<file path="src/rtl/spectrum_peak_scan.sv">
// spectrum_peak_scan: walks the DFT bin buffer through the amplitude unit,
// writes each magnitude to the magnitude RAM and tracks the peak bin.
module spectrum_peak_scan #(
   parameter int ADDR_W = 8,
   parameter int N_BINS = 256,
   parameter bit SKIP_DC = 1,
   parameter int TIMEOUT = 1023
) (
   input  logic clk,
   input  logic reset,
   input  logic start,
   output logic done,
   output logic err,
   output logic [ADDR_W-1:0] bin_addr,
   input  logic [31:0] bin_re,
   input  logic [31:0] bin_im,
   output logic amp_start,
   output logic [31:0] amp_x,
   output logic [31:0] amp_y,
   input  logic [31:0] amp_ampli,
   input  logic amp_done,
   output logic mag_we,
   output logic [ADDR_W-1:0] mag_addr,
   output logic [31:0] mag_data,
   output logic [31:0] peak_val,
   output logic [ADDR_W-1:0] peak_idx,
   output logic peak_valid
);
   localparam int TO_W = $clog2(TIMEOUT + 1);
   localparam logic [ADDR_W-1:0] LAST = ADDR_W'(N_BINS - 1);
   localparam logic [TO_W-1:0] TO_LAST = TO_W'(TIMEOUT - 1);
   typedef enum logic [3:0] {IDLE, RD, LAT, KICK, WFALL, WRISE, STORE, NEXT, FIN, ABORT} state_t;
   state_t state;
   logic [ADDR_W-1:0] bin;
   logic [TO_W-1:0] cnt;
   logic qualify, better;
   assign bin_addr = bin;
   assign mag_addr = bin;
   // Inf/NaN never qualify; magnitude compare ignores the sign bit
   always_comb begin
      qualify = (mag_data[30:23] != 8'hFF) && !(SKIP_DC && bin == '0);
      better = !peak_valid || (mag_data[30:0] > peak_val[30:0]);
   end
   always_ff @(posedge clk or posedge reset) begin
      if (reset) begin
         state <= IDLE;
         bin <= '0;
         cnt <= '0;
         done <= 1'b1;
         err <= 1'b0;
         amp_start <= 1'b0;
         amp_x <= '0;
         amp_y <= '0;
         mag_we <= 1'b0;
         mag_data <= '0;
         peak_val <= '0;
         peak_idx <= '0;
         peak_valid <= 1'b0;
      end else begin
         case (state)
            IDLE: if (start) begin
               err <= 1'b0;
               peak_val <= '0;
               peak_idx <= '0;
               peak_valid <= 1'b0;
               bin <= '0;
               done <= 1'b0;
               state <= RD;
            end
            RD: state <= LAT;
            LAT: begin
               amp_x <= bin_re;
               amp_y <= bin_im;
               amp_start <= 1'b1;
               state <= KICK;
            end
            KICK: begin
               amp_start <= 1'b0;
               cnt <= '0;
               state <= WFALL;
            end
            WFALL: if (!amp_done) begin
               cnt <= '0;
               state <= WRISE;
            end else if (cnt == TO_LAST) begin
               err <= 1'b1;
               done <= 1'b1;
               state <= ABORT;
            end else cnt <= cnt + 1'b1;
            WRISE: if (amp_done) begin
               mag_data <= amp_ampli;
               mag_we <= 1'b1;
               state <= STORE;
            end else if (cnt == TO_LAST) begin
               err <= 1'b1;
               done <= 1'b1;
               state <= ABORT;
            end else cnt <= cnt + 1'b1;
            STORE: begin
               mag_we <= 1'b0;
               if (qualify && better) begin
                  peak_val <= mag_data;
                  peak_idx <= bin;
                  peak_valid <= 1'b1;
               end
               state <= NEXT;
            end
            NEXT: if (bin == LAST) state <= FIN;
            else begin
               bin <= bin + 1'b1;
               state <= RD;
            end
            FIN: begin
               done <= 1'b1;
               state <= IDLE;
            end
            ABORT: state <= IDLE;
            default: state <= IDLE;
         endcase
      end
   end
endmodule

</file>
<file path="config.mk">
export PLATFORM = sky130hd
export DESIGN_NAME = spectrum_peak_scan
export DESIGN_NICKNAME = d
export VERILOG_FILES = /design/src/rtl/spectrum_peak_scan.sv
export SDC_FILE = /design/constraint.sdc
export NUM_CORES = 1
export LEC_CHECK = 0
export BUFFER_PORTS_ARGS = -buffer_cell sky130_fd_sc_hd__buf_4
export CORE_ASPECT_RATIO = 1.25
export CORE_MARGIN = 8
export CORE_UTILIZATION = 40
export DETAILED_ROUTE_END_ITERATION = 8
export PLACE_DENSITY = 0.73
export SETUP_SLACK_MARGIN = 0.2
export SLEW_MARGIN = 20
export SYNTH_ARGS = -nofsm -noshare
export SYNTH_HDL_FRONTEND = slang
export SYNTH_SLANG_ARGS = --single-unit
export TNS_END_PERCENT = 5
</file>
<file path="constraint.sdc">
create_clock -name clk -period 11.6 [get_ports clk]
set_input_delay 2.32 -clock clk [delete_from_list [all_inputs] [get_ports clk]]
set_output_delay 2.32 -clock clk [all_outputs]
set_load 0.01 [all_outputs]
</file>
Word level (Yosys, flattened, before mapping)
Index checks and enable logic that the tools add are counted.
Word-level totals
  flip-flop bits (word level): 163
  output and inout bits: 157
  logic and storage cells: 86
Operators by class
  add/subtract/negate cells: 2
  $lt $le $gt $ge: 1
  equality and inequality tests: 17
  muxes and demuxes: 32
  reduce and logical (&&, ||, !) cells: 21
Operator list (count)
  two-way mux 32 bit: 2
  one-hot mux 32 bit (2 select lines): 1
  one-hot mux 4 bit (8 select lines): 1
  one-hot mux 8 bit (2 select lines): 2
  greater-than comparator 31 bit: 1
  two-way mux 10 bit: 3
  one-hot mux 10 bit (3 select lines): 1
  two-way mux 8 bit: 3
  two-way mux 4 bit: 5
  == test 4 x 3 -> 1 bit, second input constant: 4
  inequality test 2 bit, second input constant: 6
  adder 10 x 1 -> 10 bit, second input constant: 1
  == test 10 bit, second input constant: 1
  two-way mux 1 bit: 9
  adder 8 x 1 -> 8 bit, second input constant: 1
  == test 4 x 2 -> 1 bit, second input constant: 2
  == test 8 bit, second input constant: 1
  logical NOT 8 bit: 1
  inequality test 8 bit, second input constant: 1
  AND reduction 4 bit: 2
  nonzero test 2 bit: 4
  one-hot mux 1 bit (2 select lines): 3
  AND reduction 2 bit: 3
  AND reduction 3 bit: 2
  10 further kinds: 13

Longest topological paths before layout
  depth after elaboration: 6
  depth in mapped cells: 9
  mapped depth without buffers: 8

Worst setup path before layout
OpenSTA, ideal clock, no wires.
  kind: input port to flip-flop
  from: input port amp_done
  to: register mag_data[10]
  library setup time: 0.128 ns
  arrival time: 3.415 ns
  data required time: 11.472 ns
  slack: 8.057 ns
  stages on the path: 6
  buffers on the path: 2
  path through: inv_1 -> nor2_1 -> and3_1 -> clkbuf_1 -> buf_2 -> mux2_1
Between the ends
  cells in the longest elaborated chain, start to end: 1
RTL lines
  start: declaration: RTL line 21  | input logic amp_done,
  AND reduction 2 bit (no source line)
  end signal: assignment: RTL line 91  | mag_data <= amp_ampli;
  end: declaration: RTL line 24  | output logic [31:0] mag_data,
No other way between the ends.
A chain may end at the register's enable or synchronous reset.

Worst setup path after layout
  from: input port start
  to: register peak_val[18]
Between the ends
  cells in the longest elaborated chain, start to end: 2
RTL lines
  start: declaration: RTL line 11  | input logic start,
  inequality test 2 bit (no source line)
  AND reduction 3 bit (no source line)
  end signal: assignment: RTL line 102  | peak_val <= mag_data;
  end: declaration: RTL line 25  | output logic [31:0] peak_val,
No other way between the ends.

==> results.ini <==
[run_status]
outcome = finished, final reports clean

[yosys]
synthAdderAreaFrac_pct = 5.93
synthCells = 588
syn-num-nets = 723
synth_compound_area_share_pct = 9.81
seq_area_frac_synth_pct = 55.2
synth_cell_types = 54
synth-xor-area-share_pct = 1.30
muxShareOfSynthArea_pct = 14.6
synth_top_area_share_pct = 54.9
synth.ff_latch_count = 163
syn_area_per_cell_um2 = 12.6
synthMostInstantiatedCell = dfrtp_1
synth_top_family_by_area = multiplexers
synth_commonest_cells = dfrtp_1 (162), mux2_1 (95), a22o_1 (41)
synthesis.area_um2 = 7390
synth_simple_gate_area_share_pct = 8.50
yosysTopAreaCell = dfrtp_1
synthTopCellsByArea = dfrtp_1 (55%), mux2_1 (14%), ha_1 (5.9%), a22o_1 (4.9%), inv_1 (1.9%)
synth_ff_type = dfrtp_1
synthArstFlopShare_pct = 100
ys_warn_count = 0
synth_edf_count = 0

[setup_path]
path_common_cell = buf_4
critPathLaunchType = input port
r2r_start = mag_data[4]
path_cells = buf_4, nand2b_1, o21a_1, nor3_1, o311ai_4, buf_4, a22o_1
crit_buf_inv = 2
slowest_delay_ps = 320
worstSetupEndpoint = peak_val[18]
crit_start = start
r2r-end = peak_val[18]
end_kind = register
worstPathArrival_ps = 3940
cp_num_cells = 7
path_class = in -> reg
reg2reg_slack_ps = 8770
cp.required_ps = 11900
crit_family = compound AO/OA/AOI/OAI gates
rr_worst_depth = 8
critPathMaxFanout = 28
slowest_stage = buf_4

[timing]
finalSetupViolCount = 0
final-hold-violation-count = 0
max_slew_margin_pct = 36.1
fin_crit_sh_pct = 31.4
skew_ps = 5.46
slew_viol_final = 0
min_period_ps = 3640
rsz0062_at_grt = no
finalSetupTns_ps = 0
hold_ws_ps = 485
worstMarginPinSlew_ps = 959
max_freq_ghz = 0.275

[routing]
vias_per_cell = 5.02
num_vias = 5388
avgRoutedWirePerCell_um = 18.2
wl_um = 19500
dr.pass1.iters = 4
detail-route-antenna-nets = 0
drc_errors = 0
drt_iter0_drc = 241

[layout]
multi_input_area_um2 = 2990
syn_to_final_growth_pct = 36.2
final_core_util_pct = 55.6
drive_above_1_share_pct = 35.6
seqCellArea_um2 = 4080
diodes = 0
fill_cells = 1578
num-nets-final = 969
stdcell_count = 1074

[pwr]
irDropWorstVdd_uv = 121
power.density_nw_per_um2 = 280
p_leak_uw = 0.00486
power_uw = 2820

[place]
port_buffers = 256
hpwl_um = 14600
place_inst = 1043
place.gp.congestion = 0.777

[min_path]
holdPathStages = 1
hold_path.class = reg -> reg
hp-start = mag_we

[clocking]
cts_tree = yes
cts_resized = 0
postCtsSetupBuffers = 0
cts_hold_buf = 0
cts_max_path_buffers = 2
clk_pin_slew_ps = 60
htreeDepth = 4
numCtsBuffers = 17
cts-root-buf = clkbuf_16
clkLatencyLatePin_ps = 410
cts.sinks = 163

[floorplan]
rows = 55
die_w_um = 138
io_pins = 257
dieArea_um2 = 23100
core_um2 = 18100
start_util_pct = 40.8
die_h_um = 168

[grt]
grt_max_degree = 100
gr-total-overflow = 0
grt_pass1_wl_um = 30400
antenna_found_initial = 0
grt.total_usage_pct = 16.8
grt_pass1_vias = 5626

[run]
drv_cap = 0

-- registers in the layout (all words and copies together), names as in the netlist --
signal      cells
amp_x          32
amp_y          32
cnt            10
bin_addr        8
mag_data       32
peak_val       32
done            1
peak_idx        8
state           4
err             1
peak_valid      1
mag_we          1
amp_start       1
-- metal layers --
| layer | vias up | GRT usage, % | share of wire [%] |
|---|---|---|---|
| met5 | - | 0 | 0 |
| met1 | 2648 | 19.1 | 39 |
| li1 | 2588 | - | - |
| met4 | 0 | 6.53 | 2.4 |
| met3 | 27 | 3.66 | 5.2 |
| met2 | 125 | 29.7 | 53 |
-- cell type report --
cell class / instances / area share [%]
sequential: 163 / 40.5
multi-input combinational: 354 / 29.7
timing repair buffer: 260 / 19.4
clock buffer: 23 / 4.85
tap: 228 / 2.83
inverter: 38 / 1.47
clock inverter: 8 / 1.24
-- placed cells by master (no fill, tap or decap), drive strengths merged, types with 4 or more instances in the layout --
master and count:
a21oi 23, a22o 41, and4 5, buf 260, clkbuf 23, clkinv 4, dfrtp 162, ha 35
inv 38, mux2 96, nand2 20, nand2b 6, nand3 9, nand4 12, nor2 29, nor3 6
o21ai 14, xor2 9
-- through the flow --
step | instance area (µm²) | worst slack (ps)
2_1_floorplan | 7390 | 4880
3_3_place_gp | 9450 | 7570
3_5_place_dp | 9450 | 7510
4_1_cts | 10100 | 7960
5_1_grt | 10100 | 7850
6_report | 10100 | 7960
-- worst min path at each step --
| stage | to | slack [ps] |
|---|---|---|
| after CTS | mag_we | 490 |
| after detailed placement | amp_start | 470 |
| after global placement | mag_we | 460 |
| final | mag_we | 480 |
| after global routing | amp_x[7] | 500 |
| after floorplan | cnt[7] | 500 |
-- report_power, final --
group | switching, µW | total, µW | internal (µW)
clock network | 222 | 583 | 361
logic | 584 | 1210 | 629
registers | 211 | 1020 | 814
-- cell families (layout without fill, tap and decap cells) --
family                     Yosys count  in the layout
AOI/OAI and AO/OA                  100            100
xor gates and xnor gates            11             11
adders and majority gates           35             35
buffers and inverters               71            329
DFF                                163            163
muxes                               96             96
and+or+nand+nor                    112            112
Power figures use the tool's default switching activity.
